**src/rtl/aspen_neuron_pkg.sv**
```systemverilog
// Shared types and saturating-arithmetic helpers for the neuron membrane datapath.
package aspen_neuron_pkg;

  typedef enum logic [1:0] {
    ST_ACCUM = 2'd0,
    ST_LEAK  = 2'd1,
    ST_FIRE  = 2'd2
  } state_e;

  // Container wide enough for any size_mem up to 32 plus the add/sub carry.
  localparam int unsigned SAT_W = 34;
  typedef logic signed [SAT_W-1:0] wide_t;

  function automatic wide_t sat_max(input int unsigned w);
    return (wide_t'(1) <<< (w - 1)) - wide_t'(1);
  endfunction

  function automatic wide_t sat_min(input int unsigned w);
    return -sat_max(w) - wide_t'(1);
  endfunction

  function automatic wide_t sat_add(input wide_t a, input wide_t b,
                                    input logic sub, input int unsigned w);
    wide_t s;
    s = sub ? (a - b) : (a + b);
    if (s > sat_max(w)) return sat_max(w);
    if (s < sat_min(w)) return sat_min(w);
    return s;
  endfunction

endpackage

```
**src/rtl/sat_add_signed.sv**
```systemverilog
// Combinational signed add/subtract clamped to the W-bit two's-complement range.
module sat_add_signed
  import aspen_neuron_pkg::*;
#(
  parameter int unsigned W = 16
) (
  input  logic signed [W-1:0] a_i,
  input  logic signed [W-1:0] b_i,
  input  logic                sub_i,
  output logic signed [W-1:0] y_o
);

  always_comb begin
    y_o = W'(sat_add(SAT_W'(a_i), SAT_W'(b_i), sub_i, W));
  end

endmodule

```
**src/rtl/membrane_accum_fire.sv**
```systemverilog
// Membrane potential accumulator with end-of-timestep leak/threshold/fire sequence.
// Optional LEAK_EN macro builds the shift-based leak state.
module membrane_accum_fire
  import aspen_neuron_pkg::*;
#(
  parameter int unsigned size_mem  = 16,
  parameter int unsigned size_ts   = 8,
  parameter int unsigned size_leak = 4
) (
  input  logic                       clk,
  input  logic                       reset,
  input  logic                       in_valid,
  output logic                       in_ready,
  input  logic                       in_last,
  input  logic signed [size_mem-1:0] sum_in,
  input  logic signed [size_mem-1:0] threshold,
  input  logic [size_leak-1:0]       leak_shift,
  input  logic                       clear,
  output logic signed [size_mem-1:0] vmem_out,
  output logic                       spike_out,
  output logic                       spike_valid,
  output logic [size_ts-1:0]         ts_count
);

  state_e                     state_q, state_d;
  logic signed [size_mem-1:0] vmem_q, vmem_d;
  logic                       spike_q, spike_d;
  logic                       spike_valid_q, spike_valid_d;
  logic [size_ts-1:0]         ts_q, ts_d;

  logic signed [size_mem-1:0] op_b;
  logic                       op_sub;
  logic signed [size_mem-1:0] sat_y;

  // Only accept while accumulating; reset blocks the upstream immediately.
  assign in_ready = (state_q == ST_ACCUM) && !reset;

  // One saturating adder shared by the accumulate and leak paths.
  sat_add_signed #(.W(size_mem)) u_sat (
    .a_i  (vmem_q),
    .b_i  (op_b),
    .sub_i(op_sub),
    .y_o  (sat_y)
  );

`ifndef LEAK_EN
  logic unused_leak;
  assign unused_leak = ^leak_shift;
`endif

  always_comb begin
    state_d       = state_q;
    vmem_d        = vmem_q;
    spike_d       = spike_q;
    spike_valid_d = 1'b0;
    ts_d          = ts_q;
    op_b          = sum_in;
    op_sub        = 1'b0;

    case (state_q)
      ST_ACCUM: begin
        if (in_valid && in_ready) begin
          vmem_d = sat_y;
          if (in_last) begin
`ifdef LEAK_EN
            state_d = ST_LEAK;
`else
            state_d = ST_FIRE;
`endif
          end
        end
      end
`ifdef LEAK_EN
      ST_LEAK: begin
        op_b    = vmem_q >>> leak_shift;
        op_sub  = 1'b1;
        vmem_d  = sat_y;
        state_d = ST_FIRE;
      end
`endif
      ST_FIRE: begin
        spike_d       = (vmem_q >= threshold);
        spike_valid_d = 1'b1;
        if (vmem_q >= threshold) vmem_d = '0;
        ts_d          = ts_q + size_ts'(1);
        state_d       = ST_ACCUM;
      end
      default: state_d = ST_ACCUM;
    endcase

    // clear wins over accumulate, leak and fire-reset.
    if (clear) vmem_d = '0;
  end

  always_ff @(posedge clk) begin
    if (reset) begin
      state_q       <= ST_ACCUM;
      vmem_q        <= '0;
      spike_q       <= 1'b0;
      spike_valid_q <= 1'b0;
      ts_q          <= '0;
    end else begin
      state_q       <= state_d;
      vmem_q        <= vmem_d;
      spike_q       <= spike_d;
      spike_valid_q <= spike_valid_d;
      ts_q          <= ts_d;
    end
  end

  assign vmem_out    = vmem_q;
  assign spike_out   = spike_q;
  assign spike_valid = spike_valid_q;
  assign ts_count    = ts_q;

endmodule

```
**config.mk**
```make
export PLATFORM = sky130hd
export DESIGN_NAME = membrane_accum_fire
export DESIGN_NICKNAME = d
export VERILOG_FILES = /design/src/rtl/aspen_neuron_pkg.sv /design/src/rtl/sat_add_signed.sv /design/src/rtl/membrane_accum_fire.sv
export SDC_FILE = /design/constraint.sdc
export NUM_CORES = 1
export LEC_CHECK = 0
export CAP_MARGIN = 30
export CORE_MARGIN = 2
export CORE_UTILIZATION = 30
export DETAILED_ROUTE_END_ITERATION = 7
export PLACE_DENSITY = 0.62
export SETUP_SLACK_MARGIN = 0.2
export SYNTH_ARGS = -nofsm -noshare
export SYNTH_HDL_FRONTEND = slang
export SYNTH_SLANG_ARGS = --single-unit
```
**constraint.sdc**
```tcl
create_clock -name clk -period 2.6 [get_ports clk]
set_input_delay 0.65 -clock clk [delete_from_list [all_inputs] [get_ports clk]]
set_output_delay 0.65 -clock clk [all_outputs]
set_load 0.01 [all_outputs]
```
==> summary.txt <==
Routing
  – Routed WL: 7870 um
  – Remaining antenna violation count: 0
  – Drt first-iter violations: 122
  – Vias: 2527
  – Vias per inst: 5.04
  – DRC Markers: 0
  – Drt wl/cell: 15.7 um
  – 1st-pass router iterations: 4

Power and ir drop
  – Clock power share: 0.225
  – Psw: 393 uW
  – P_int: 809 uW
  – Switch share: 0.327
  – Total power: 1200 uW
  – Comb pwr share: 0.399
  – PD cells: 292 nW/um2
  – VDD IR max: 0.205 mV
  – Leak pwr: 0.00180 uW
  – Share of power burned in registers: 0.376

GRT
  – Vias in the first global route: 2592
  – Met1 Use GR: 0.221
  – Gr ovfl total: 0
  – GRT Total Usage: 0.188
  – Grt met2 use: 0.341
  – GRT met3 Usage: 0.0417
  – Antenna violations before repair: 0
  – Most Crowded Layer GR: met2
  – Largest net degree at the start of global routing: 18
  – Global-route wire length before repair: 12600 um

Worst setup path
  – Worst path arrival time: 2.69 ns
  – Critical Path Sink Type: register
  – Worst Path Max Fanout: 6
  – CP startpoint kind: primary input
  – Crit Path Category: primary input to register
  – Required arrival time at the worst endpoint: 2.79 ns

Cells and area
  – Nets: 478
  – Ratio of cells with drive above 1 in the final layout: 0.488
  – Inserted Diodes: 0
  – Layout area overhead: 83.8%
  – Design Area, Final: 4110 um2

CTS
  – Clk slew on worst S/H paths: 0.11 ns
  – Hold buffer count at cts: 0
  – Clk sink count: 27
  – Clock root cell: clkbuf_8
  – Max H-tree Level: 1
  – Later-pin clock latency in the skew report: 0.29 ns
  – CTS tree: built
  – CTS Buf Count: 3
  – Bufs on Longest Clock Path: 2

Synth
  – Commonest cells post-synth: ha_1 (33), dfxtp_1 (27), a21oi_1 (22), inv_1 (22), nor2_1 (22)
  – Post-synthesis sequential element count: 27
  – Synth unique cells: 53
  – Most numerous cell in the Yosys netlist: ha_1
  – Commonest register cell after synthesis: dfxtp_1
  – EDFF count, synth: 0
  – Mapped Area: 2240 um2
  – Seq/Total Area, Yosys: 0.242
  – Post-synth top area share: 0.242
  – Asr flop ratio synth: 0
  – Mapped Cells: 265
  – Ranking of synthesized cells by area: dfxtp_1 (24%), ha_1 (18%), a21oi_1 (4.9%)
  – Synth warnings: 0
  – Dominant cell type by area after synthesis: dfxtp_1
  – Syn avg cell area: 8.44 um2
  – Mapped Nets: 340

Hold path
  – Hold WC Path Type: register to register

STA
  – F_max: 399 MHz
  – Fin crit period: 2.51 ns
  – Final hold violation count: 0
  – Worst-Margin Slew: 0.462 ns
  – Worst Clk Skew: 0.00289 ns
  – Fin crit share: 0.965
  – Slew Limit Fails: 0
  – Rel. slew slack: 0.691
  – Unrepaired setup endpoints after global routing: true
  – Final setup violation count: 0

Place
  – IO Port Bufs: 63
  – RD Place Congestion: 0.820
  – Post-detail-place hpwl: 5240 um
  – Post-place instance area: 3460 um2

Status
  – Status: finished clean

Die
  – Core box area: 7250 um2
  – Die height: 90.4 um
  – Initial core utilization: 0.308
  – Die ar.: 8160 um2
  – Die X: 90.4 um
  – Rows: 31
  – I/O Pins: 68

Run
  – Max-Cap Viols: 0
## state kept, by name (all words and copies together) (netlist names)
signal,cells
spike_valid,1
ts_count,8
state_q,1
spike_out,1
vmem_out,16
## area by class of cell
class	instances	area, um2
repair buffers	137	1160
clock buffers	3	41.3
flip-flops and latches	27	551
multi-input cells	211	2130
fillers	636	3140
inverters	23	88.8
well taps	99	124
clock inverters	1	8.76
## stage by stage
step / worst slack, ns / cells / utilization / TNS [ns] / hold WS [ns]
after detailed placement: -0.615 / 474 / 0.476 / -9.38 / 0.480
after floorplan: 0.0437 / 265 / - / 0 / 0.495
after global placement: -0.602 / 474 / 0.476 / -9.06 / 0.460
after CTS: 0.137 / 496 / 0.553 / 0 / 0.499
final: 0.0914 / 501 / 0.567 / 0 / 0.493
after global routing: 0.0220 / 501 / 0.567 / 0 / 0.518
## logic make-up (layout without fill, tap and decap cells)
family,Yosys count,after routing,share of synthesized area
and+or+nand+nor,78,79,0.182
xor gates and xnor gates,15,15,0.0587
adders and majority gates,34,34,0.194
muxes,2,2,0.0112
DFF,27,27,0.242
buffers and inverters,28,164,0.0554
AOI/OAI and AO/OA,81,81,0.258
## critical path, cell delays in order
cell       delay [ns]
buf_6            0.10
ha_4             0.27
o211ai_1         0.09
o211ai_1         0.40
nand3_2          0.17
and3_4           0.20
o2111ai_4        0.24
buf_6            0.14
buf_12           0.13
nor3_4           0.04
a211o_1          0.27
## per-layer routing
layer / part of all wire / vias to the layer above
li1: - / 1247
met1: 0.42 / 1193
met2: 0.51 / 74
met3: 0.045 / 13
met4: 0.019 / 0
met5: 0 / -
## what timing repair did
action                     CTS  global route
setup buffers               15             5
setup endpoints to repair   18            16
pin swaps                   70            20
cloned                       3             0
resized for setup          167            23
## cell usage in the layout (no fill, tap or decap), types with 5 or more instances in the layout
cell	n
o21ai_0	6
o21a_1	6
a211oi_2	5
inv_1	9
nand2_1	14
nand4_1	6
o21ai_2	5
xor2_1	11
inv_2	13
dlygate4sd2_1	9
clkdlybuf4s50_1	31
buf_4	69
buf_6	11
ha_4	27
a21oi_1	12
a211o_1	12
dfxtp_1	19
ha_1	5
dfxtp_2	8
nor2_1	19
a21oi_2	7
a21o_1	6
buf_2	11
## power by group through the flow
stage          registers, uW  logic, uW  clock network (uW)
3_3_place_gp             453        374                   0
5_1_grt                  454        519                 303
4_1_cts                  451        450                 279
3_5_place_dp             453        381                   0
6_report                 451        479                 271
2_1_floorplan            454        180                   0
## worst paths after layout
path	startpoint	to	slack [ns]	depth (start not counted)
setup / recovery	sum_in[2]	vmem_out[10]	0.09	11
hold / removal	spike_out	spike_out	0.49	2
hold reg to reg	spike_out	spike_out	0.49	2
setup reg to reg	vmem_out[4]	vmem_out[10]	0.13	11
Power figures use the tool's default switching activity.
